**src/rtl/axilite_reg_access_arbiter_if.sv**
```systemverilog
// AXI-Lite bus bundle between the register-access arbiter (master) and the
// configuration slave.
interface axilite_reg_access_arbiter_if #(
    parameter int ADDR_W = 32,
    parameter int DATA_W = 32
);
    logic [ADDR_W-1:0]   axi_awaddr;
    logic                axi_awvalid;
    logic                axi_awready;
    logic [DATA_W-1:0]   axi_wdata;
    logic [DATA_W/8-1:0] axi_wstrb;
    logic                axi_wvalid;
    logic                axi_wready;
    logic [1:0]          axi_bresp;
    logic                axi_bvalid;
    logic                axi_bready;
    logic [ADDR_W-1:0]   axi_araddr;
    logic                axi_arvalid;
    logic                axi_arready;
    logic [DATA_W-1:0]   axi_rdata;
    logic [1:0]          axi_rresp;
    logic                axi_rvalid;
    logic                axi_rready;

    modport master (
        output axi_awaddr, axi_awvalid, input axi_awready,
        output axi_wdata, axi_wstrb, axi_wvalid, input axi_wready,
        input axi_bresp, axi_bvalid, output axi_bready,
        output axi_araddr, axi_arvalid, input axi_arready,
        input axi_rdata, axi_rresp, axi_rvalid, output axi_rready
    );

    modport slave (
        input axi_awaddr, axi_awvalid, output axi_awready,
        input axi_wdata, axi_wstrb, axi_wvalid, output axi_wready,
        output axi_bresp, axi_bvalid, input axi_bready,
        input axi_araddr, axi_arvalid, output axi_arready,
        output axi_rdata, axi_rresp, axi_rvalid, input axi_rready
    );
endinterface

```
**src/rtl/axilite_reg_access_arbiter.sv**
```systemverilog
// Round-robin arbiter sharing one AXI-Lite master port between NUM_REQ
// single-beat register requesters, with a per-transaction timeout.
module axilite_reg_access_arbiter #(
    parameter int NUM_REQ = 2,
    parameter int ADDR_W  = 32,
    parameter int DATA_W  = 32,
    parameter int TIMEOUT = 1023
) (
    input  logic                      clock,
    input  logic                      rst,
    input  logic [NUM_REQ-1:0]        req_valid,
    output logic [NUM_REQ-1:0]        req_ready,
    input  logic [NUM_REQ-1:0]        req_write,
    input  logic [NUM_REQ*ADDR_W-1:0] req_addr,
    input  logic [NUM_REQ*DATA_W-1:0] req_wdata,
    output logic [NUM_REQ-1:0]        rsp_valid,
    output logic [DATA_W-1:0]         rsp_rdata,
    output logic [1:0]                rsp_resp,
    output logic                      rsp_timeout,
    output logic                      busy,
    axilite_reg_access_arbiter_if.master lite
);
    localparam int          IDX_W    = (NUM_REQ > 1) ? $clog2(NUM_REQ) : 1;
    localparam logic [15:0] TMO_LAST = 16'(TIMEOUT - 1);

    typedef enum logic [2:0] {IDLE, WR_REQ, WR_RSP, RD_REQ, RD_RSP, DONE} state_t;

    state_t              state_reg, state_next;
    logic [IDX_W-1:0]    last_reg, owner_reg, grant_idx;
    logic [IDX_W-1:0]    cand_idx [NUM_REQ];
    logic                grant_found;
    logic [ADDR_W-1:0]   addr_reg;
    logic [DATA_W-1:0]   wdata_reg;
    logic                aw_done_reg, w_done_reg;
    logic [15:0]         tmo_cnt_reg;
    logic [DATA_W-1:0]   rdata_reg;
    logic [1:0]          resp_reg;
    logic                timeout_reg;
    logic                aw_hs, w_hs, b_hs, ar_hs, r_hs;
    logic                in_wait, expire, abort;

    // Candidate k is the (k+1)-th requester after the last grant, with wrap.
    generate
        for (genvar gi = 0; gi < NUM_REQ; gi++) begin : g_cand
            assign cand_idx[gi] = IDX_W'((int'(last_reg) + gi + 1) % NUM_REQ);
        end
    endgenerate

    always_comb begin
        grant_found = 1'b0;
        grant_idx   = '0;
        for (int k = NUM_REQ - 1; k >= 0; k--) begin
            if (req_valid[cand_idx[k]]) begin
                grant_found = 1'b1;
                grant_idx   = cand_idx[k];
            end
        end
    end

    assign aw_hs   = lite.axi_awvalid & lite.axi_awready;
    assign w_hs    = lite.axi_wvalid & lite.axi_wready;
    assign b_hs    = lite.axi_bvalid & lite.axi_bready;
    assign ar_hs   = lite.axi_arvalid & lite.axi_arready;
    assign r_hs    = lite.axi_rvalid & lite.axi_rready;
    assign in_wait = (state_reg == WR_REQ) || (state_reg == WR_RSP) ||
                     (state_reg == RD_REQ) || (state_reg == RD_RSP);
    // A completing handshake in the expiry cycle takes priority over the abort.
    assign expire  = (tmo_cnt_reg >= TMO_LAST);

    always_ff @(posedge clock) begin
        if (rst) state_reg <= IDLE;
        else     state_reg <= state_next;
    end

    always_comb begin
        state_next = state_reg;
        abort      = 1'b0;
        unique case (state_reg)
            IDLE:   if (grant_found) state_next = req_write[grant_idx] ? WR_REQ : RD_REQ;
            WR_REQ: begin
                if ((aw_done_reg | aw_hs) && (w_done_reg | w_hs)) state_next = WR_RSP;
                else if (expire) begin abort = 1'b1; state_next = DONE; end
            end
            WR_RSP: begin
                if (b_hs) state_next = DONE;
                else if (expire) begin abort = 1'b1; state_next = DONE; end
            end
            RD_REQ: begin
                if (ar_hs) state_next = RD_RSP;
                else if (expire) begin abort = 1'b1; state_next = DONE; end
            end
            RD_RSP: begin
                if (r_hs) state_next = DONE;
                else if (expire) begin abort = 1'b1; state_next = DONE; end
            end
            DONE:    state_next = IDLE;
            default: state_next = IDLE;
        endcase
    end

    always_ff @(posedge clock) begin
        if (rst) begin
            last_reg    <= IDX_W'(NUM_REQ - 1);
            owner_reg   <= '0;
            addr_reg    <= '0;
            wdata_reg   <= '0;
            aw_done_reg <= 1'b0;
            w_done_reg  <= 1'b0;
            tmo_cnt_reg <= '0;
            rdata_reg   <= '0;
            resp_reg    <= '0;
            timeout_reg <= 1'b0;
        end else begin
            if (state_reg == IDLE && grant_found) begin
                owner_reg   <= grant_idx;
                last_reg    <= grant_idx;
                addr_reg    <= req_addr[int'(grant_idx)*ADDR_W +: ADDR_W];
                wdata_reg   <= req_wdata[int'(grant_idx)*DATA_W +: DATA_W];
                aw_done_reg <= 1'b0;
                w_done_reg  <= 1'b0;
                tmo_cnt_reg <= '0;
            end
            if (in_wait) tmo_cnt_reg <= tmo_cnt_reg + 16'd1;
            if (aw_hs)   aw_done_reg <= 1'b1;
            if (w_hs)    w_done_reg  <= 1'b1;
            if (b_hs) begin
                rdata_reg   <= '0;
                resp_reg    <= lite.axi_bresp;
                timeout_reg <= 1'b0;
            end
            if (r_hs) begin
                rdata_reg   <= lite.axi_rdata;
                resp_reg    <= lite.axi_rresp;
                timeout_reg <= 1'b0;
            end
            if (abort) begin
                rdata_reg   <= '0;
                resp_reg    <= 2'b10;
                timeout_reg <= 1'b1;
            end
        end
    end

    always_comb begin
        req_ready        = '0;
        rsp_valid        = '0;
        lite.axi_awvalid = 1'b0;
        lite.axi_wvalid  = 1'b0;
        lite.axi_bready  = 1'b0;
        lite.axi_arvalid = 1'b0;
        lite.axi_rready  = 1'b0;
        if (state_reg == IDLE && grant_found && !rst) req_ready = NUM_REQ'(1) << grant_idx;
        if (state_reg == DONE) rsp_valid = NUM_REQ'(1) << owner_reg;
        if (state_reg == WR_REQ) begin
            lite.axi_awvalid = ~aw_done_reg;
            lite.axi_wvalid  = ~w_done_reg;
        end
        if (state_reg == WR_RSP) lite.axi_bready  = 1'b1;
        if (state_reg == RD_REQ) lite.axi_arvalid = 1'b1;
        if (state_reg == RD_RSP) lite.axi_rready  = 1'b1;
    end

    assign busy            = (state_reg != IDLE);
    assign rsp_rdata       = rdata_reg;
    assign rsp_resp        = resp_reg;
    assign rsp_timeout     = timeout_reg;
    assign lite.axi_awaddr = addr_reg;
    assign lite.axi_araddr = addr_reg;
    assign lite.axi_wdata  = wdata_reg;
    assign lite.axi_wstrb  = '1;
endmodule
```
**src/flat_wrapper.sv**
```systemverilog
// flat-port wrapper written by rule: the top's interface ports become plain ports
module axilite_reg_access_arbiter_flat 
#(
    parameter int NUM_REQ = 2,
    parameter int ADDR_W  = 32,
    parameter int DATA_W  = 32,
    parameter int TIMEOUT = 1023
)
  (clock, rst, req_valid, req_ready, req_write, req_addr, req_wdata, rsp_valid, rsp_rdata, rsp_resp, rsp_timeout, busy, lite_axi_awaddr, lite_axi_awvalid, lite_axi_awready, lite_axi_wdata, lite_axi_wstrb, lite_axi_wvalid, lite_axi_wready, lite_axi_bresp, lite_axi_bvalid, lite_axi_bready, lite_axi_araddr, lite_axi_arvalid, lite_axi_arready, lite_axi_rdata, lite_axi_rresp, lite_axi_rvalid, lite_axi_rready);
  axilite_reg_access_arbiter_if #(.ADDR_W(ADDR_W), .DATA_W(DATA_W)) lite_i ();
  input  logic clock;
  input  logic rst;
  input  logic [NUM_REQ-1:0] req_valid;
  output logic [NUM_REQ-1:0] req_ready;
  input  logic [NUM_REQ-1:0] req_write;
  input  logic [NUM_REQ*ADDR_W-1:0] req_addr;
  input  logic [NUM_REQ*DATA_W-1:0] req_wdata;
  output logic [NUM_REQ-1:0] rsp_valid;
  output logic [DATA_W-1:0] rsp_rdata;
  output logic [1:0] rsp_resp;
  output logic rsp_timeout;
  output logic busy;
  output wire logic [$bits(lite_i.axi_awaddr)-1:0] lite_axi_awaddr;
  output wire logic [$bits(lite_i.axi_awvalid)-1:0] lite_axi_awvalid;
  input wire logic [$bits(lite_i.axi_awready)-1:0] lite_axi_awready;
  output wire logic [$bits(lite_i.axi_wdata)-1:0] lite_axi_wdata;
  output wire logic [$bits(lite_i.axi_wstrb)-1:0] lite_axi_wstrb;
  output wire logic [$bits(lite_i.axi_wvalid)-1:0] lite_axi_wvalid;
  input wire logic [$bits(lite_i.axi_wready)-1:0] lite_axi_wready;
  input wire logic [$bits(lite_i.axi_bresp)-1:0] lite_axi_bresp;
  input wire logic [$bits(lite_i.axi_bvalid)-1:0] lite_axi_bvalid;
  output wire logic [$bits(lite_i.axi_bready)-1:0] lite_axi_bready;
  output wire logic [$bits(lite_i.axi_araddr)-1:0] lite_axi_araddr;
  output wire logic [$bits(lite_i.axi_arvalid)-1:0] lite_axi_arvalid;
  input wire logic [$bits(lite_i.axi_arready)-1:0] lite_axi_arready;
  input wire logic [$bits(lite_i.axi_rdata)-1:0] lite_axi_rdata;
  input wire logic [$bits(lite_i.axi_rresp)-1:0] lite_axi_rresp;
  input wire logic [$bits(lite_i.axi_rvalid)-1:0] lite_axi_rvalid;
  output wire logic [$bits(lite_i.axi_rready)-1:0] lite_axi_rready;
  assign lite_axi_awaddr = lite_i.axi_awaddr;
  assign lite_axi_awvalid = lite_i.axi_awvalid;
  assign lite_i.axi_awready = lite_axi_awready;
  assign lite_axi_wdata = lite_i.axi_wdata;
  assign lite_axi_wstrb = lite_i.axi_wstrb;
  assign lite_axi_wvalid = lite_i.axi_wvalid;
  assign lite_i.axi_wready = lite_axi_wready;
  assign lite_i.axi_bresp = lite_axi_bresp;
  assign lite_i.axi_bvalid = lite_axi_bvalid;
  assign lite_axi_bready = lite_i.axi_bready;
  assign lite_axi_araddr = lite_i.axi_araddr;
  assign lite_axi_arvalid = lite_i.axi_arvalid;
  assign lite_i.axi_arready = lite_axi_arready;
  assign lite_i.axi_rdata = lite_axi_rdata;
  assign lite_i.axi_rresp = lite_axi_rresp;
  assign lite_i.axi_rvalid = lite_axi_rvalid;
  assign lite_axi_rready = lite_i.axi_rready;
  axilite_reg_access_arbiter #(.NUM_REQ(NUM_REQ), .ADDR_W(ADDR_W), .DATA_W(DATA_W), .TIMEOUT(TIMEOUT)) u_core (.clock(clock), .rst(rst), .req_valid(req_valid), .req_ready(req_ready), .req_write(req_write), .req_addr(req_addr), .req_wdata(req_wdata), .rsp_valid(rsp_valid), .rsp_rdata(rsp_rdata), .rsp_resp(rsp_resp), .rsp_timeout(rsp_timeout), .busy(busy), .lite(lite_i));
endmodule
```
**config.mk**
```make
export PLATFORM = sky130hd
export DESIGN_NAME = axilite_reg_access_arbiter_flat
export DESIGN_NICKNAME = d
export VERILOG_FILES = /design/src/rtl/axilite_reg_access_arbiter_if.sv /design/src/rtl/axilite_reg_access_arbiter.sv /design/src/flat_wrapper.sv
export SDC_FILE = /design/constraint.sdc
export NUM_CORES = 1
export LEC_CHECK = 0
export CAP_MARGIN = 20
export CORE_MARGIN = 10
export CORE_UTILIZATION = 39
export CTS_BUF_LIST = sky130_fd_sc_hd__clkbuf_2
export DETAILED_ROUTE_END_ITERATION = 10
export PLACE_DENSITY = 0.9
export SYNTH_ARGS = -nofsm -noshare
export SYNTH_HDL_FRONTEND = slang
export SYNTH_SLANG_ARGS = --single-unit
```
**constraint.sdc**
```tcl
create_clock -name clock -period 1.9 [get_ports clock]
set_clock_uncertainty 0.05 [all_clocks]
set_input_delay 0.285 -clock clock [delete_from_list [all_inputs] [get_ports clock]]
set_output_delay 0.285 -clock clock [all_outputs]
set_load 0.02 [all_outputs]
```
==> results of run 1 <==
area by class of cell:
| type | instances | area share, % |
|---|---|---|
| Antenna cell | 2 | 0.05099 |
| Clock buffer | 19 | 0.9689 |
| Clock inverter | 12 | 1.339 |
| Inverter | 7 | 0.3442 |
| Multi-Input combinational cell | 403 | 30.65 |
| Sequential cell | 122 | 24.96 |
| Tap cell | 180 | 2.295 |
| Timing Repair Buffer | 390 | 39.39 |
cells in the mapped netlist (7+ instances only):
master    count
buf_2        17
nand3_1       7
a21oi_1      18
o22ai_1      66
nor2_1       80
a22oi_1      32
clkbuf_1     21
buf_4        42
nor3_2       31
nand2_1      12
nor3_1       75
dfxtp_1     122
per-stage QoR:
step                      hold slack (ns)  TNS (ns)
after global routing              0.03960    -14.26
after detailed placement           0.4005    -4.186
after global placement             0.3939   -0.5904
after CTS                         0.03527    -2.345
final                              0.1171    -9.065
after floorplan                    0.3957         0
final timing paths:
path	from	slack, ns	cells past startpoint	to
worst max-delay path	u_core.state_reg[1]	-0.38	12	u_core.tmo_cnt_reg[8]
worst min-delay path	req_addr[3]	0.12	3	u_core.lite.axi_araddr[3]
worst max register to register	u_core.state_reg[1]	-0.38	12	u_core.tmo_cnt_reg[8]
worst min register to register	u_core.rsp_timeout	0.42	2	u_core.rsp_timeout
layer usage:
layer	track usage [%]	routed length, um	vias up
met5	0	0	-
met4	6.160	720	0
met3	9.212	2442	63
met2	39.28	13230	383
met1	23.89	9517	3017
li1	-	-	2887
cell families after synthesis:
logic type,Yosys count,synth area share [%]
DFF,122,44.73
buffers and inverters,94,10.43
muxes,8,1.581
adders and majority gates,2,0.4582
AOI/OAI and AO/OA,147,17.90
and+or+nand+nor,242,24.84
other,1,0.06868
power by group through the flow:
| stage | clock, mW | sequential [mW] | combinational, mW |
|---|---|---|---|
| after floorplan | 0 | 3.67 | 1.78 |
| after global routing | 1.80 | 3.32 | 5.15 |
| final | 1.67 | 3.29 | 4.89 |
| after detailed placement | 0 | 3.28 | 3.99 |
| after global placement | 0 | 3.27 | 3.95 |
| after CTS | 1.70 | 3.22 | 3.92 |
layout by cell type (no fill, tap or decap), types with 12 or more instances in the layout:
cell type and instances:
o22ai_2 20, buf_4 40, dlygate4sd2_1 102, clkdlybuf4s15_1 21, nor3_2 53, buf_6 28
buf_12 12, a21oi_1 16, dfxtp_1 118, clkbuf_2 27, nor3_1 50, nor2_1 72
a22oi_1 25, clkdlybuf4s50_1 173, o22ai_1 42
timing repair:
item / CTS / global route
hold buffers: 1 / 0
endpoints found under the hold margin: 14 / 0
cloned: 0 / 8
setup endpoints to repair: 192 / 120
resized for setup: 230 / 133
setup buffers: 11 / 21
pin swaps: 10 / 65
critical path: stages (launching register included):
cell,delay [ns]
dfxtp_2,0.37
buf_6,0.12
nor3_4,0.21
buf_6,0.16
buf_6,0.09
buf_6,0.08
buf_6,0.09
buf_6,0.09
buf_6,0.09
buf_6,0.10
mux2_4,0.36
a211oi_2,0.27
nor3_1,0.08
==> metrics.md, run 1 <==
| Metric | Value |
|---|---|
| Status | `finished, violations left` |
| Failing checks | `negative setup slack` |
| Final Power | `9.854 mW` |
| Vias in the first global route | `6,129` |
| Final core occ | `a little under three quarters` |
| Worst endpoint required time | `around 2.4 ns` |
| Worst slew margin | `roughly two thirds` |
| Fill cells | `1,020` |
| Number of buffers created by CTS | `17` |
| Register area | `2450 um^2` |
| Dpl hpwl | `16.64 mm` |
| Crit path DAT | `~2.8 ns` |
| Flop pwr share | `33.4%` |
| Slew @ Worst Pin | `0.5249 ns` |
| Area leader, netlist | `dfxtp_1` |
| Final hold violations | `0` |
| Die Span Y | `138.3 um` |
| Initial Util | `39.64%` |
| Clk root buf | `clkbuf_2` |
| Initial antenna violation count | `2` |
| Switching power | `3.909 mW` |
| Worst Path Max Fanout | `7` |
| Initial DRC Count | `374` |
| Ports | `320` |
| Final antenna-violating net count | `0` |
| Power per cell area | `1004 nW/um^2` |
| H-tree levels | `4` |
| Setup violations, final | `85` |
| All-Layer GR Usage | `22.27%` |
| Largest net degree at the start of global routing | `71` |
| Placed Area | `8702 um^2` |
| Worst Hold Class | `in -> reg` |
| Crit. End Element | `register` |
| DR WL/cell | `approximately 23 um` |
| Final worst path period need | `between 2 and 2.5 ns` |
| Worst skew pair latency | `slightly below 0.7 ns` |
| Vias per cell | `5.595` |
| Yosys warns | `0` |
| Main synth FF type | `dfxtp_1` |
| Core region area | `13,770 um^2` |
| Synthesized instance count | `~620` |
| Gpl congestion | `0.8499` |
| Combinational group share of total power | `49.7%` |
| Post-Syn Area | `5460 um^2` |
| Setup WS pre-CTS | `-0.1497 ns` |
| Placed cell count | `1,063` |
| #FFs+latches synth | `122` |
| Top cell type's share of synthesized area | `between 40% and 50%` |
| Slew Viols, Final | `0` |
| Sequential share of the synthesized area | `44.73%` |
| Full die area | `19,130 um^2` |
| First-pass GRT wire length | `~35 mm` |
| Top cells by area, synth | `dfxtp_1 (45%), o22ai_1 (7.6%), nor3_1 (6.9%), buf_4 (5.8%), nor3_2 (5.7%)` |
| Max-cap viol count | `0` |
| Final setup margin | `-0.3787 ns` |
| Peak supply drop | `between 0.6 and 0.7 mV` |
| Clock-pin slew on the worst setup and hold paths | `0.19 ns` |
| Internal | `5.945 mW` |
| RSZ-0062 raised after global routing | `true` |
| Number of synthesized flops with an enable pin | `0` |
| Grt total ovfl | `0` |
| # clock sinks | `between 100 and 150` |
| Via count | `6,350` |
| Setup Crit Path Kind | `reg -> reg` |
| Synth cell types | `52` |
| Sw frac | `39.67%` |
| P&R area growth vs syn | `79.74%` |
| CTS tree | `done` |
| Remaining DRCs | `0` |
| Die Wd | `138.3 um` |
| Asr flop ratio synth | `0%` |
| Clock share of power | `17.0%` |
| Final instance area | `9814 um^2` |
| Pre-Repair DR Iteration Count | `6` |
| CTS Buffer Depth | `2` |
| Avg Inst Size Synth | `between 8 and 9 um^2` |
| Pleak | `4.110 nW` |
| Routed Wire Length | `approximately 26 mm` |
| Fmax | `438.9 MHz` |
| Row cnt | `43` |
| Final net count | `between 1,000 and 1,500` |
| Startpoint Class | `register` |
| Buffers on Ports | `315` |
| Non-filler cells, final | `1,135` |
| Layout cells sized above 1 | `25.81%` |
| Tcrit/Tclk final | `119.9%` |
| Footprint of the multi-input gates | `3008 um^2` |
Note: power is estimated with default switching activity, not from simulation.
==> inputs of run 2 (changes only) <==
- GPL_ROUTABILITY_DRIVEN: default -> 0
- PLACE_DENSITY: 0.9 -> 0.8
- SLEW_MARGIN: default -> 20
==> metrics.md, run 2 (synthesized netlist as in run 1, its figures left out) <==
| Metric | Value |
|---|---|
| Slew @ Worst Pin | `around 1.0 ns` |
| Ports | `320` |
| Crit path cell chain | `buf_6 -> nor3_4 -> buf_6 -> nand3_4 -> nor2_4 -> buf_6` |
| Setup violations, final | `89` |
| CTS Buffer Depth | `2` |
| Fmax | `439.4 MHz` |
| CP max stage delay | `between 0.3 and 0.4 ns` |
| Fill cells | `approximately 980` |
| Setup TNS | `-12.53 ns` |
| Layout cells sized above 1 | `37.10%` |
| Worst endpoint required time | `1.56 ns` |
| Initial DRC Count | `339` |
| Tcrit/Tclk final | `119.8%` |
| Dpl hpwl | `around 17 mm` |
| All-Layer GR Usage | `between 20 and 25%` |
| Final setup margin | `-0.3758 ns` |
| Setup WS pre-CTS | `-0.08919 ns` |
| Row cnt | `43` |
| First-pass GRT wire length | `roughly 35 mm` |
| Setup crit start | `u_core.state_reg[0]` |
| Slew Viols, Final | `0` |
| Vias per cell | `5.634` |
| Worst setup path end | `req_ready[0]` |
| DR WL/cell | `22.89 um` |
| Final net count | `1,132` |
| R2R depth | `13` |
| Full die area | `between 15,000 and 20,000 um^2` |
| Worst slew margin | `roughly a third` |
| CTS tree | `done` |
| Failing checks | `negative setup slack` |
| Most frequent cells in the layout | `clkdlybuf4s50_1 (173), dfxtp_1 (111), clkbuf_2 (80), nor2_1 (72), nor3_2 (68)` |
| Die Wd | `~140 um` |
| Worst Hold Class | `in -> reg` |
| Setup Crit Path Kind | `reg -> out` |
| Number of buffers created by CTS | `17` |
| Final hold violations | `0` |
| Pleak | `4.163 nW` |
| Final worst path period need | `between 2 and 2.5 ns` |
| Worst Path Max Fanout | `3` |
| Most common cell after layout, fill and taps aside | `clkdlybuf4s50_1` |
| Worst R2R Setup Slack | `-0.22 ns` |
| Core region area | `13,770 um^2` |
| Final antenna-violating net count | `0` |
| Slowest cell on crit path | `dfxtp_2` |
| Routed Wire Length | `26.23 mm` |
| Max-cap viol count | `0` |
| Remaining DRCs | `0` |
| Clock-pin slew on the worst setup and hold paths | `about 0.21 ns` |
| Startpoint Class | `register` |
| Grt total ovfl | `0` |
| Worst skew pair latency | `0.73 ns` |
| Reg2reg end | `u_core.lite.axi_araddr[5]` |
| Final instance area | `10,290 um^2` |
| Buffers on Ports | `315` |
| Status | `finished, violations left` |
| Crit. End Element | `primary output` |
| Crit path DAT | `1.94 ns` |
| Top cell by count, worst path | `buf_6` |
| Initial Util | `a little under 40%` |
| Worst R2R Start | `u_core.state_reg[0]` |
| Placed Area | `slightly below 9000 um^2` |
| Initial antenna violation count | `2` |
| Clk root buf | `clkbuf_2` |
| Die Span Y | `138.3 um` |
| RSZ-0062 raised after global routing | `true` |
| # clock sinks | `between 100 and 150` |
| Largest net degree at the start of global routing | `48` |
| H-tree levels | `4` |
| Pre-Repair DR Iteration Count | `6` |
| Via count | `6,457` |
| Peak supply drop | `about 0.67 mV` |
| P&R area growth vs syn | `88.52%` |
| Power per cell area | `between 1000 and 1500 nW/um^2` |
| Vias in the first global route | `approximately 6,100` |
==> run 2: what timing repair did <==
action,4_1_cts,5_1_grt
resized for setup,219,333
buffers inserted,19,24
endpoints found under the hold margin,19,1
pin swaps,43,107
cloned,6,8
setup endpoints to repair,190,182
hold buffers,2,1
==> run 2: worst min path at each step <==
stage,slack (ns),from,cells past startpoint,endpoint
2_1_floorplan,0.40,u_core.owner_reg,2,u_core.owner_reg
3_3_place_gp,0.41,u_core.rsp_timeout,2,u_core.rsp_timeout
3_5_place_dp,0.41,u_core.rsp_timeout,2,u_core.rsp_timeout
4_1_cts,0.03,req_addr[13],3,u_core.lite.axi_araddr[13]
5_1_grt,0.008,req_addr[4],3,u_core.lite.axi_araddr[4]
6_report,0.08,req_wdata[31],3,u_core.lite.axi_wdata[31]
==> run 2: layer usage <==
metal  part of all wire (%)  vias up  track usage (%)
met1                     36     3113            23.37
li1                       -     2923                -
met5                  0.050        -                0
met2                     52      353            39.36
met3                    9.5       66            11.51
met4                    3.0        2            6.326
==> run 2: critical path, delay by kind of cell (launching register included) <==
kind,cells,cell delay (ns)
buffers and inverters,3,0.41
AND/OR/NAND/NOR,3,0.41
flip-flops,1,0.38
==> run 2: final cells by class <==
type	count	area (um^2)	area share [%]
Inverter	7	28.78	0.2796
Multi-Input combinational cell	404	3460	33.61
Clock inverter	12	86.33	0.8387
Antenna cell	1	2.502	0.02431
Timing Repair Buffer	403	3950	38.37
Clock buffer	17	85.08	0.8265
Tap cell	180	225.2	2.188
Sequential cell	122	2456	23.86
==> run 2: through the flow <==
step | hold WS (ns) | util [%] | std cells | power [mW]
2_1_floorplan | 0.3957 | - | 619 | 5.450
3_3_place_gp | 0.4070 | 63.24 | 1061 | 7.265
3_5_place_dp | 0.4141 | 63.24 | 1061 | 7.296
4_1_cts | 0.02760 | 67.05 | 1117 | 9.063
5_1_grt | 0.008022 | 74.74 | 1146 | 10.82
6_report | 0.07744 | 74.74 | 1146 | 10.37
==> run 2: report_power, final <==
| part | switching (mW) | internal (mW) |
|---|---|---|
| clock network | 0.988 | 0.422 |
| registers | 0.411 | 2.96 |
| logic | 2.85 | 2.74 |
| total | 4.24 | 6.13 |
